--- src/rtl/serial_adder_pkg.sv ---
// Shared definitions for the bit-serial adder: FSM state encodings, default width
// and the counter-width helper. Optional overflow output: SERIAL_ADDER_OVF_EN.
package serial_adder_pkg;

   localparam int unsigned SA_WIDTH_DEF = 8;

   localparam logic [1:0] ST_IDLE = 2'd0;
   localparam logic [1:0] ST_RUN  = 2'd1;
   localparam logic [1:0] ST_DONE = 2'd2;

   // Bit-slot counter width, never narrower than one bit.
   function automatic int unsigned cnt_width(input int unsigned w);
      return (w <= 2) ? 1 : $clog2(w);
   endfunction

endpackage

--- src/rtl/serial_adder_fa_bit.sv ---
// Purely combinational one-bit full adder cell used by serial_adder.
module fa_bit (
   input  logic a,
   input  logic b,
   input  logic cin,
   output logic s,
   output logic cout
);

   assign s    = a ^ b ^ cin;
   assign cout = (a & b) | (a & cin) | (b & cin);

endmodule

--- src/rtl/serial_adder.sv ---
// Bit-serial WIDTH-bit adder around one fa_bit cell, LSB first, one bit per clock.
// Define SERIAL_ADDER_OVF_EN to add the signed overflow output V.
module serial_adder
   import serial_adder_pkg::*;
#(
   parameter int unsigned WIDTH = SA_WIDTH_DEF
) (
   input  logic             clk,
   input  logic             rst,
   input  logic             start,
   input  logic [WIDTH-1:0] A,
   input  logic [WIDTH-1:0] B,
   input  logic             Cin,
   output logic             busy,
   output logic             done,
   output logic [WIDTH-1:0] S,
   output logic             Cout
`ifdef SERIAL_ADDER_OVF_EN
   ,
   output logic             V
`endif
);

   localparam int unsigned CW = cnt_width(WIDTH);

   logic [1:0]       state;
   logic [WIDTH-1:0] opa;
   logic [WIDTH-1:0] opb;
   logic             carry;
   logic [CW-1:0]    cnt;
   logic             fa_s;
   logic             fa_c;
   logic             last;
   logic             accept;

   fa_bit u_fa (
      .a    (opa[0]),
      .b    (opb[0]),
      .cin  (carry),
      .s    (fa_s),
      .cout (fa_c)
   );

   assign last   = (cnt == CW'(WIDTH - 1));
   // DONE accepts a start just like IDLE, giving back-to-back adds.
   assign accept = start && ((state == ST_IDLE) || (state == ST_DONE));
   assign busy   = (state == ST_RUN);
   assign done   = (state == ST_DONE);

   always_ff @(posedge clk) begin
      if (rst) begin
         state <= ST_IDLE;
         opa   <= '0;
         opb   <= '0;
         carry <= 1'b0;
         cnt   <= '0;
         S     <= '0;
         Cout  <= 1'b0;
`ifdef SERIAL_ADDER_OVF_EN
         V     <= 1'b0;
`endif
      end else if (state == ST_RUN) begin
         opa   <= opa >> 1;
         opb   <= opb >> 1;
         S     <= {fa_s, S[WIDTH-1:1]};
         carry <= fa_c;
         cnt   <= cnt + 1'b1;
         if (last) begin
            Cout  <= fa_c;
`ifdef SERIAL_ADDER_OVF_EN
            // carry still holds the carry into bit WIDTH-1 here.
            V     <= carry ^ fa_c;
`endif
            state <= ST_DONE;
         end
      end else if (accept) begin
         opa   <= A;
         opb   <= B;
         carry <= Cin;
         cnt   <= '0;
         state <= ST_RUN;
      end else begin
         // Covers DONE without start and recovery from the unused encoding.
         state <= ST_IDLE;
      end
   end

endmodule

--- config.mk ---
export PLATFORM = sky130hd
export DESIGN_NAME = serial_adder
export DESIGN_NICKNAME = d
export VERILOG_FILES = /design/src/rtl/serial_adder_pkg.sv /design/src/rtl/serial_adder_fa_bit.sv /design/src/rtl/serial_adder.sv
export SDC_FILE = /design/constraint.sdc
export NUM_CORES = 1
export LEC_CHECK = 0
export ABC_AREA = 1
export CAP_MARGIN = 20
export CORE_UTILIZATION = 35
export CTS_CLUSTER_SIZE = 8
export DETAILED_ROUTE_END_ITERATION = 6
export GPL_TIMING_DRIVEN = 0
export HOLD_SLACK_MARGIN = 0.03
export MAX_ROUTING_LAYER = met4
export SLEW_MARGIN = 15
export SYNTH_ARGS = -nofsm -noshare
export SYNTH_HDL_FRONTEND = slang
export SYNTH_SLANG_ARGS = --single-unit
export TNS_END_PERCENT = 50
--- constraint.sdc ---
create_clock -name clk -period 1.4 [get_ports clk]
set_clock_uncertainty 0.2 [all_clocks]
set_input_delay 0.42 -clock clk [delete_from_list [all_inputs] [get_ports clk]]
set_output_delay 0.42 -clock clk [all_outputs]
set_load 0.02 [all_outputs]
Word level (Yosys, flattened, before mapping). Cells that the tools add are included.

Logic and storage cells: 38. Input bits: 20. Output and inout bits: 11. Register bits after elaboration: 31.

Reductions and logical operators: 6. Equality and inequality tests: 4. Bitwise logic cells: 7. Muxes and demuxes: 11. Add/subtract/negate cells: 1.

Operator list (count): $mux W7 (4); $mux W3 (2); $mux W2 (2); $add A3 B1 Y3 const B (1); $and A1 B1 Y1 (3); $eq A3 B3 Y1 const B (1); $mux W1 (3); $eq A2 B1 Y1 const B (1); $eq A2 B2 Y1 const B (1); $logic_not A2 Y1 (1); $ne A2 B1 Y1 const B (1); $or A1 B1 Y1 (2); $reduce_and A2 Y1 (1); $reduce_bool A2 Y1 (1); $reduce_or A2 Y1 (1); $xor A1 B1 Y1 (2); $logic_and A1 B1 Y1 (1); $logic_or A1 B1 Y1 (1).

Longest topological paths before layout. Gate-level depths: netlist of the first run.

Depth in word-level cells: 5. Depth in mapped cells: 7.

By module. A second synthesis of the first run with hierarchy kept.

Cell total of the unflattened synthesis: 221. Area total of the unflattened synthesis: 1571.5 um^2.

By module, submodules not included: serial_adder (area an instance 1551.5 um^2, times used 1, cells each 220); fa_bit (area an instance 20.0 um^2, times used 1, cells each 1).

Least setup slack after synthesis of the first run. No wires, ideal clock.

Path kind: register to output. Start point: register state[1]. End point: output done. Arrival: 910 ps. Required time: 780 ps. Stages on the path, launching flop included: 4. Slack: -130 ps. Cell sequence: dfxtp_1 -> inv_2 -> buf_4 -> nor2_1.

Cells in the longest elaborated chain, start to end: 1.

RTL lines: from (decl) (RTL line serial_adder.sv:26) `logic [1:0] state;`; from (signal assigned) (RTL line serial_adder.sv:52) `state <= ST_IDLE;`; from (signal assigned) (RTL line serial_adder.sv:74) `state <= ST_DONE;`; from (signal assigned) (RTL line serial_adder.sv:81) `state <= ST_RUN;`; $eq A2 B2 Y1 (RTL line serial_adder.sv:48) `assign done = (state == ST_DONE);`; to (decl) (RTL line serial_adder.sv:15) `output logic done,`.

Every way passes these cells.

Final worst setup path of the first run. Ends and elaborated chain as after synthesis.

==> impl_metrics.tcl, run 1 <==
set metrics [dict create \
    yosysWarnings 0 \
    row_count 23 \
    drv_cap 0 \
    tightest_slew_ns 0.4988 \
    critPathBufInv 3 \
    insertedDiodeCount 0 \
    drc_errors 2 \
    peakVddDrop_mv 0.4887 \
    gp_routability_congestion 0.7770 \
    area_growth_pct 35.46 \
    htreeDepth 2 \
    initial_core_util 0.3625 \
    drtIter0Drc 91 \
    yosysSeqAreaShare 0.4280 \
    fp.dieArea_um2 4405 \
    synth.avg_cell_area_um2 7.553 \
    syn_area_um2 1450 \
    grt_util_all_layers 0.1761 \
    grt_max_degree 11 \
    busiest_layer "met2" \
    ant_nets 0 \
    design_area_um2 1964 \
    synth-xor-area-share 0 \
    setup_ws_ns -0.2107 \
    num_io_pins 31 \
    arrival_ns 0.99 \
    cts_tree "yes" \
    met3_usage 0.04310 \
    crit_family "flip-flops" \
    hold_class "in -> reg" \
    grt_pass1_wl_mm 5.554 \
    critical_path_class "reg -> out" \
    nets 256 \
    required_ns 0.78 \
    finalMaxSlewViolations 0 \
    relSlewSlack 0.6675 \
    hold_viol 0 \
    synth_top_family_by_area "simple AND/OR/NAND/NOR gates" \
    final_cells 284 \
    core_area_um2 4000 \
    yosys.area_share.simple 0.3054 \
    regToRegStartpoint "opb[0]" \
    synthMuxAreaShare 0 \
    die_h_um 66.37 \
    fin_hold_ws_ns 0.2415 \
    io_buffers 28 \
    synth_adder_area_share 0.03106 \
    cts-root-buf "clkbuf_8" \
    clk_path_buf_depth 2 \
    ys_types 23 \
    synth-seq-cells 31 \
    netlist_instances 192 \
    dr.pass1.iters 7 \
    max_freq_mhz 620.9 \
    slowest_delay_ns 0.38 \
    die_w_um 66.37 \
    tns_ns -0.3803 \
    vias 1340 \
    setup_viol 2 \
    dp_hpwl_mm 2.302 \
    met1_usage 0.2317 \
    finalCritPeriodShare 1.150 \
    period_minus_slack_ns 1.611 \
    numClockSinks 31 \
    violations "DRC, setup timing" \
    startpoint "state[1]" \
    drive_above_1_share 0.2308 \
    insertion_delay_ns 0.28 \
    via_per_inst 4.718 \
    path_cells "inv_6, buf_8, nor2_4, buf_6" \
    grt_setup_unrepaired "yes" \
    p_leak_nw 0.8547 \
    crit_slowest_cell "dfxtp_4" \
    cts-buffers-inserted 5 \
    syn_nets 215 \
    postPlaceCellArea_um2 1800 \
    crit_path_max_fanout 2 \
    cp-start-kind "flip-flop" \
    grt_pass1_vias 1174 \
    grt_overflow_total 0 \
    post-place-ws_ns -0.6377 \
    powerDensity_nw_per_um2 1047 \
    run_status "finished, violations left" \
    grtUsageMet2 0.2564 \
    synth_compound_area_frac 0.1001 \
    end_kind "primary output" \
    routed_wl_mm 3.459 \
    dpl.cell_count 270 \
    antenna_found_initial 0 \
    totalPowerFinal_mw 2.057 \
    hold_start "rst" \
    avgRoutedWirePerCell_um 12.18 \
    clk_pin_slew_ns 0.06 \
    final_core_util 0.4911 \
]
timing repair:
item / in CTS / in global routing
buffers inserted: 7 / 0
resized for setup: 72 / 10
gates cloned: 0 / 1
endpoints found under the setup margin: 11 / 32
pin swaps: 2 / 2
hold buffers: 0 / 0
Yosys cell counts, drive strengths merged:
library cell / count / area share
dfxtp: 31 / 0.43
a21oi: 20 / 0.069
buf: 11 / 0.073
o21ai: 9 / 0.031
fa: 1 / 0.014
clkinv: 5 / 0.013
nand2: 28 / 0.079
nand3: 48 / 0.17
ha: 2 / 0.017
and3: 1 / 0.0043
inv: 14 / 0.040
clkbuf: 3 / 0.0095
nor2: 19 / 0.056
layout make-up:
type / instances / area [um2]
timing repair buffer: 36 / 325.3
tap: 50 / 62.56
sequential: 31 / 638.1
clock inverter: 1 / 5.005
inverter: 19 / 83.83
fill: 409 / 2036
buffer: 12 / 116.4
multi-input combinational: 128 / 656.9
clock buffer: 7 / 76.32
cells by family (layout without fill, tap and decap cells):
kind of cell / count (synthesis) / in the layout
DFF: 31 / 31
AOI/OAI and AO/OA: 29 / 29
adders and majority gates: 3 / 3
buffers and inverters: 33 / 75
and+or+nand+nor: 96 / 96
path summary, 6_finish.rpt:
| path | endpoint | slack [ns] | cells after the start |
|---|---|---|---|
| min | opb[3] | 0.24 | 2 |
| max | done | -0.21 | 4 |
| min reg2reg | cnt[0] | 0.26 | 1 |
| max reg2reg | S[7] | 0.08 | 3 |
flip-flops by register name (all words and copies together) (netlist names):
signal  cells
opb         8
cnt         3
state       2
carry       1
opa         8
Cout        1
S           8
cell usage in the layout (no fill, tap or decap), drive strengths merged:
cell type,synthesis,final
clkinv,5,6
nand2,28,28
fa,1,1
nor2,19,19
ha,2,2
and3,1,1
o21ai,9,9
nand3,48,48
a21oi,20,20
inv,14,14
clkdlybuf4s50,0,17
buf,11,28
dfxtp,31,31
clkbuf,3,10
power breakdown:
| part | leakage (nW) | total, mW | internal, mW | switching, mW |
|---|---|---|---|---|
| Combinational | 0.554 | 0.413 | 0.199 | 0.215 |
| Sequential | 0.259 | 0.987 | 0.944 | 0.0423 |
| Clock | 0.0422 | 0.657 | 0.348 | 0.309 |
per-layer routing:
| layer | share of wire | wire length [um] | vias to the layer above |
|---|---|---|---|
| met2 | 0.46 | 1594 | 14 |
| met5 | 0 | 0 | - |
| met1 | 0.51 | 1748 | 614 |
| met3 | 0.026 | 90 | 2 |
| met4 | 0.0075 | 26 | 0 |
| li1 | - | - | 710 |
Power figures use the tool's default switching activity.
==> run 2: changes to the inputs <==
CTS_CLUSTER_DIAMETER = 150   (was unset)
REMOVE_ABC_BUFFERS = 1   (was unset)
==> impl_metrics.tcl, run 2 (synthesis gave the netlist of run 1 again) <==
set metrics [dict create \
    grt_overflow_total 0 \
    initial_core_util 0.3625 \
    regToRegStartpoint "state[0]" \
    via_per_inst 4.787 \
    hold_buffers 0 \
    final_cell_mix "nand3_1, nand2_1, a21oi_1, dfxtp_1, clkdlybuf4s50_1" \
    drv_cap 0 \
    cts-root-buf "clkbuf_8" \
    ff2ff_path_depth 5 \
    routed_wl_mm 3.147 \
    grt_pass1_wl_mm 5.375 \
    drtIter0Drc 115 \
    hold_class "reg -> reg" \
    die_w_um 66.37 \
    nets 245 \
    grt_setup_unrepaired "yes" \
    design_area_um2 1901 \
    r2r_end "state[0]" \
    crit_path_max_fanout 2 \
    finalCritPeriodShare 1.133 \
    io_buffers 30 \
    run_status "finished, violations left" \
    gp_routability_congestion 0.7607 \
    ant_nets 0 \
    insertedDiodeCount 0 \
    htreeDepth 2 \
    avgRoutedWirePerCell_um 11.57 \
    clk_pin_slew_ns 0.06 \
    crit_family "flip-flops" \
    dp_hpwl_mm 1.809 \
    grt_pass1_vias 1191 \
    drc_errors 0 \
    final_cells 272 \
    totalPowerFinal_mw 2.073 \
    numClockSinks 31 \
    p_leak_nw 0.8054 \
    dpl.cell_count 258 \
    crit_cells 3 \
    num_io_pins 31 \
    fp.dieArea_um2 4405 \
    insertion_delay_ns 0.28 \
    cp_common_cell "buf_6" \
    crit_end "done" \
    hold_viol 0 \
    tightest_slew_ns 0.4424 \
    end_kind "primary output" \
    max_freq_mhz 630.2 \
    vias 1302 \
    period_minus_slack_ns 1.587 \
    antenna_found_initial 0 \
    arrival_ns 0.97 \
    relSlewSlack 0.7051 \
    layout_commonest_cell "nand3_1" \
    hold_start "cnt[0]" \
    cts_tree "yes" \
    final_core_util 0.4751 \
    setup_ws_ns -0.1868 \
    slowest_delay_ns 0.37 \
    crit_slowest_cell "dfxtp_4" \
    dr.pass1.iters 5 \
    area_growth_pct 31.06 \
    finalMaxSlewViolations 0 \
    post-place-ws_ns -1.220 \
    row_count 23 \
    grt_util_all_layers 0.1683 \
    startpoint "state[0]" \
    critPathBufInv 2 \
    clk_path_buf_depth 2 \
    cts-buffers-inserted 5 \
    critical_path_class "reg -> out" \
    core_area_um2 4000 \
    path_cells "buf_6, nor2_4, buf_6" \
    drive_above_1_share 0.2072 \
    die_h_um 66.37 \
    reg.largest.list "S: 8 flops, opa: 8 flops, opb: 8 flops" \
    violations "setup timing" \
    powerDensity_nw_per_um2 1090 \
    postPlaceCellArea_um2 1693 \
    grt_max_degree 28 \
    required_ns 0.78 \
    setup_viol 31 \
    peakVddDrop_mv 0.6777 \
    r2r_setup_slack_ns -0.05 \
    cp-start-kind "flip-flop" \
    fillers 416 \
]
run 2: cell types whose count changed in the layout (fill, tap and decap cells not counted), sizes merged:
cell / before / now
nand2: 28 / 29
buf: 28 / 18
clkinvlp: 0 / 1
inv: 14 / 13
clkbuf: 10 / 6
clkdlybuf4s15: 0 / 1
run 2: worst min path at each step:
stage	slack, ns	cells after the start	endpoint
floorplan	0.23	1	cnt[0]
finish	0.26	1	cnt[0]
global placement	0.25	1	cnt[0]
global route	0.29	2	opa[7]
detailed placement	0.26	1	cnt[0]
CTS	0.27	1	cnt[0]
run 2: stage by stage:
step | hold WS, ns | setup TNS (ns)
after CTS | 0.2663 | -1.075
after global routing | 0.2878 | -3.920
after detailed placement | 0.2592 | -31.56
after floorplan | 0.2290 | -5.230
after global placement | 0.2548 | -31.29
final | 0.2614 | -1.167
run 2: repair_timing:
item,4_1_cts,5_1_grt
buffers inserted,5,1
setup endpoints to repair,42,41
gates cloned,1,0
pin swaps,4,1
resized for setup,82,15
run 2: metal layers:
layer | global-route usage | vias up | wire length (um)
met3 | 0.06207 | 6 | 155
met1 | 0.2015 | 577 | 1524
li1 | - | 690 | -
met2 | 0.2564 | 29 | 1429
met5 | - | - | 0
met4 | 0.06383 | 0 | 37
run 2: area by class of cell:
cell class | instances | area [um2] | share of cell area
inverters | 19 | 90.09 | 0.04740
multi-input cells | 129 | 665.6 | 0.3502
flip-flops and latches | 31 | 639.4 | 0.3364
well taps | 50 | 62.56 | 0.03292
clock inverters | 1 | 5.005 | 0.002633
repair buffers | 36 | 355.3 | 0.1870
clock buffers | 6 | 82.58 | 0.04345
run 2: report_power, final:
part           switching [mW]  internal (mW)
Combinational           0.205          0.174
Sequential             0.0423          0.945
Clock                   0.322          0.385
Total                   0.569           1.50
==> run 3: changes to the inputs <==
ABC_AREA = unset   (was 1)
==> impl_metrics.tcl, run 3 <==
set metrics [dict create \
    vias 1197 \
    routed_wl_mm 3.205 \
    intPower_mw 1.558 \
    setup_viol 18 \
    period_minus_slack_ns 1.588 \
    crit_family "flip-flops" \
    synth_area_leaders "dfxtp_1, a22oi_1, a21oi_1" \
    htreeDepth 2 \
    gp_routability_congestion 0.7482 \
    critPathBufInv 1 \
    power.share.clock 0.371 \
    initial_core_util 0.3799 \
    totalPowerFinal_mw 2.087 \
    design_area_um2 1946 \
    ant_nets 0 \
    dp_hpwl_mm 1.712 \
    switching_share 0.2532 \
    final_cells 231 \
    yosysSeqAreaShare 0.4710 \
    netlist.area_leader.share 0.4710 \
    tightest_slew_ns 0.6606 \
    avgRoutedWirePerCell_um 13.87 \
    insertedDiodeCount 0 \
    max_freq_mhz 629.9 \
    slowest_delay_ns 0.37 \
    critical_path_class "reg -> out" \
    dpl.cell_count 205 \
    run_status "finished, violations left" \
    area_growth_pct 47.67 \
    num_io_pins 31 \
    ys_async_sr_fraction 0 \
    drtIter0Drc 49 \
    ys_types 23 \
    grt_max_degree 32 \
    regToRegStartpoint "state[0]" \
    hold_class "reg -> reg" \
    row_count 21 \
    relSlewSlack 0.5596 \
    synth-edff-count 0 \
    arrival_ns 0.97 \
    final_cell_mix "dfxtp_1, nand2_1, a21oi_1" \
    insertion_delay_ns 0.28 \
    nets 207 \
    cts_tree "yes" \
    yosysTopAreaCell "dfxtp_1" \
    powerDensity_nw_per_um2 1072 \
    yosys-top-cells-count "dfxtp_1, a21oi_1, nand2_1, nand3_1, a22oi_1" \
    final_core_util 0.5610 \
    fp.dieArea_um2 4014 \
    synth.avg_cell_area_um2 9.344 \
    seq_power_share 0.457 \
    hold_start "S[0]" \
    syn_area_um2 1318 \
    synth-seq-cells 31 \
    startpoint "state[0]" \
    p_comb_frac 0.172 \
    grt_overflow_total 0 \
    numClockSinks 31 \
    layout_commonest_cell "dfxtp_1" \
    drive_above_1_share 0.3784 \
    peakVddDrop_mv 0.7084 \
    clk_pin_slew_ns 0.06 \
    drv_cap 0 \
    setup_ws_ns -0.1876 \
    netlist_instances 141 \
    hold_buffers 0 \
    hold_viol 0 \
    p_leak_nw 0.7302 \
    path_cells "and2b_1, buf_6" \
    yosysMostFrequentCell "dfxtp_1" \
    fin_hold_ws_ns 0.2693 \
    dr.pass1.iters 4 \
    via_per_inst 5.182 \
    grt_pass1_vias 1107 \
    end_kind "primary output" \
    p_sw_mw 0.5283 \
    antenna_found_initial 0 \
    clk_path_buf_depth 2 \
    yosysWarnings 0 \
    synth_ff_type "dfxtp_1" \
    crit_slowest_cell "dfxtp_4" \
    postPlaceCellArea_um2 1574 \
    die_w_um 63.36 \
    required_ns 0.78 \
    drc_errors 0 \
    cts-root-buf "clkbuf_8" \
    grt_util_all_layers 0.1674 \
    finalMaxSlewViolations 0 \
    die_h_um 63.36 \
    crit_path_max_fanout 4 \
    core_area_um2 3468 \
    cp-start-kind "flip-flop" \
    grt_setup_unrepaired "yes" \
    cts-buffers-inserted 5 \
    violations "setup timing" \
    finalCritPeriodShare 1.134 \
    io_buffers 30 \
    grt_pass1_wl_mm 5.078 \
    reg.largest.list "S: 8 flops, opa: 8 flops, opb: 8 flops" \
]
## run 3: repair_timing
item                                    4_1_cts  5_1_grt
endpoints found under the setup margin       41       29
setup buffers                                 9        7
gates resized for setup                      78       24
gates cloned                                  2        0
## run 3: through the flow
step                TNS [ns]  worst slack [ns]
floorplan             -9.438           -0.3740
global placement      -32.47            -1.321
detailed placement    -24.73            -1.385
CTS                  -0.3740           -0.1883
global route          -1.816           -0.2190
finish               -0.8227           -0.1876
## run 3: cell type report
cell class	instances	area [um2]
Clock buffer	8	100.1
Fill cell	318	1523
Inverter	1	16.27
Multi-Input combinational cell	97	654.4
Sequential cell	31	636.9
Tap cell	46	57.56
Timing Repair Buffer	47	469.2
Timing Repair inverter	1	11.26
## run 3: power by group through the flow
stage | registers (mW) | clock network [mW] | logic (mW)
final | 0.953 | 0.773 | 0.360
after global routing | 0.959 | 0.838 | 0.383
after CTS | 0.950 | 0.780 | 0.298
after detailed placement | 0.968 | 0 | 0.242
after global placement | 0.966 | 0 | 0.232
after floorplan | 0.967 | 0 | 0.123
## run 3: final timing paths
path / depth (start not counted) / slack [ns] / end
worst min-delay path: 2 / 0.27 / S[0]
worst max-delay path: 2 / -0.19 / done
worst max register to register: 6 / -0.08 / opb[7]
worst min register to register: 2 / 0.27 / S[0]
## run 3: per-layer routing
layer / part of all wire / vias to the layer above / track usage
li1: - / 588 / -
met1: 0.45 / 572 / 0.1933
met2: 0.49 / 33 / 0.2753
met3: 0.048 / 4 / 0.05978
met4: 0.013 / 0 / 0.03977
met5: 0 / - / -
## run 3: kinds of logic after synthesis
logic type / after synthesis / synth area share
fa+ha+maj: 3 / 0.03419
mux: 2 / 0.01520
buf+inv: 14 / 0.08832
compound gates: 43 / 0.2137
flops: 31 / 0.4710
simple gates: 48 / 0.1776
## run 3: worst min-delay path, cell delays in order, from the launching register on
cell	delay (ns)
dfxtp_2	0.32
nand2_1	0.06
a21oi_2	0.05
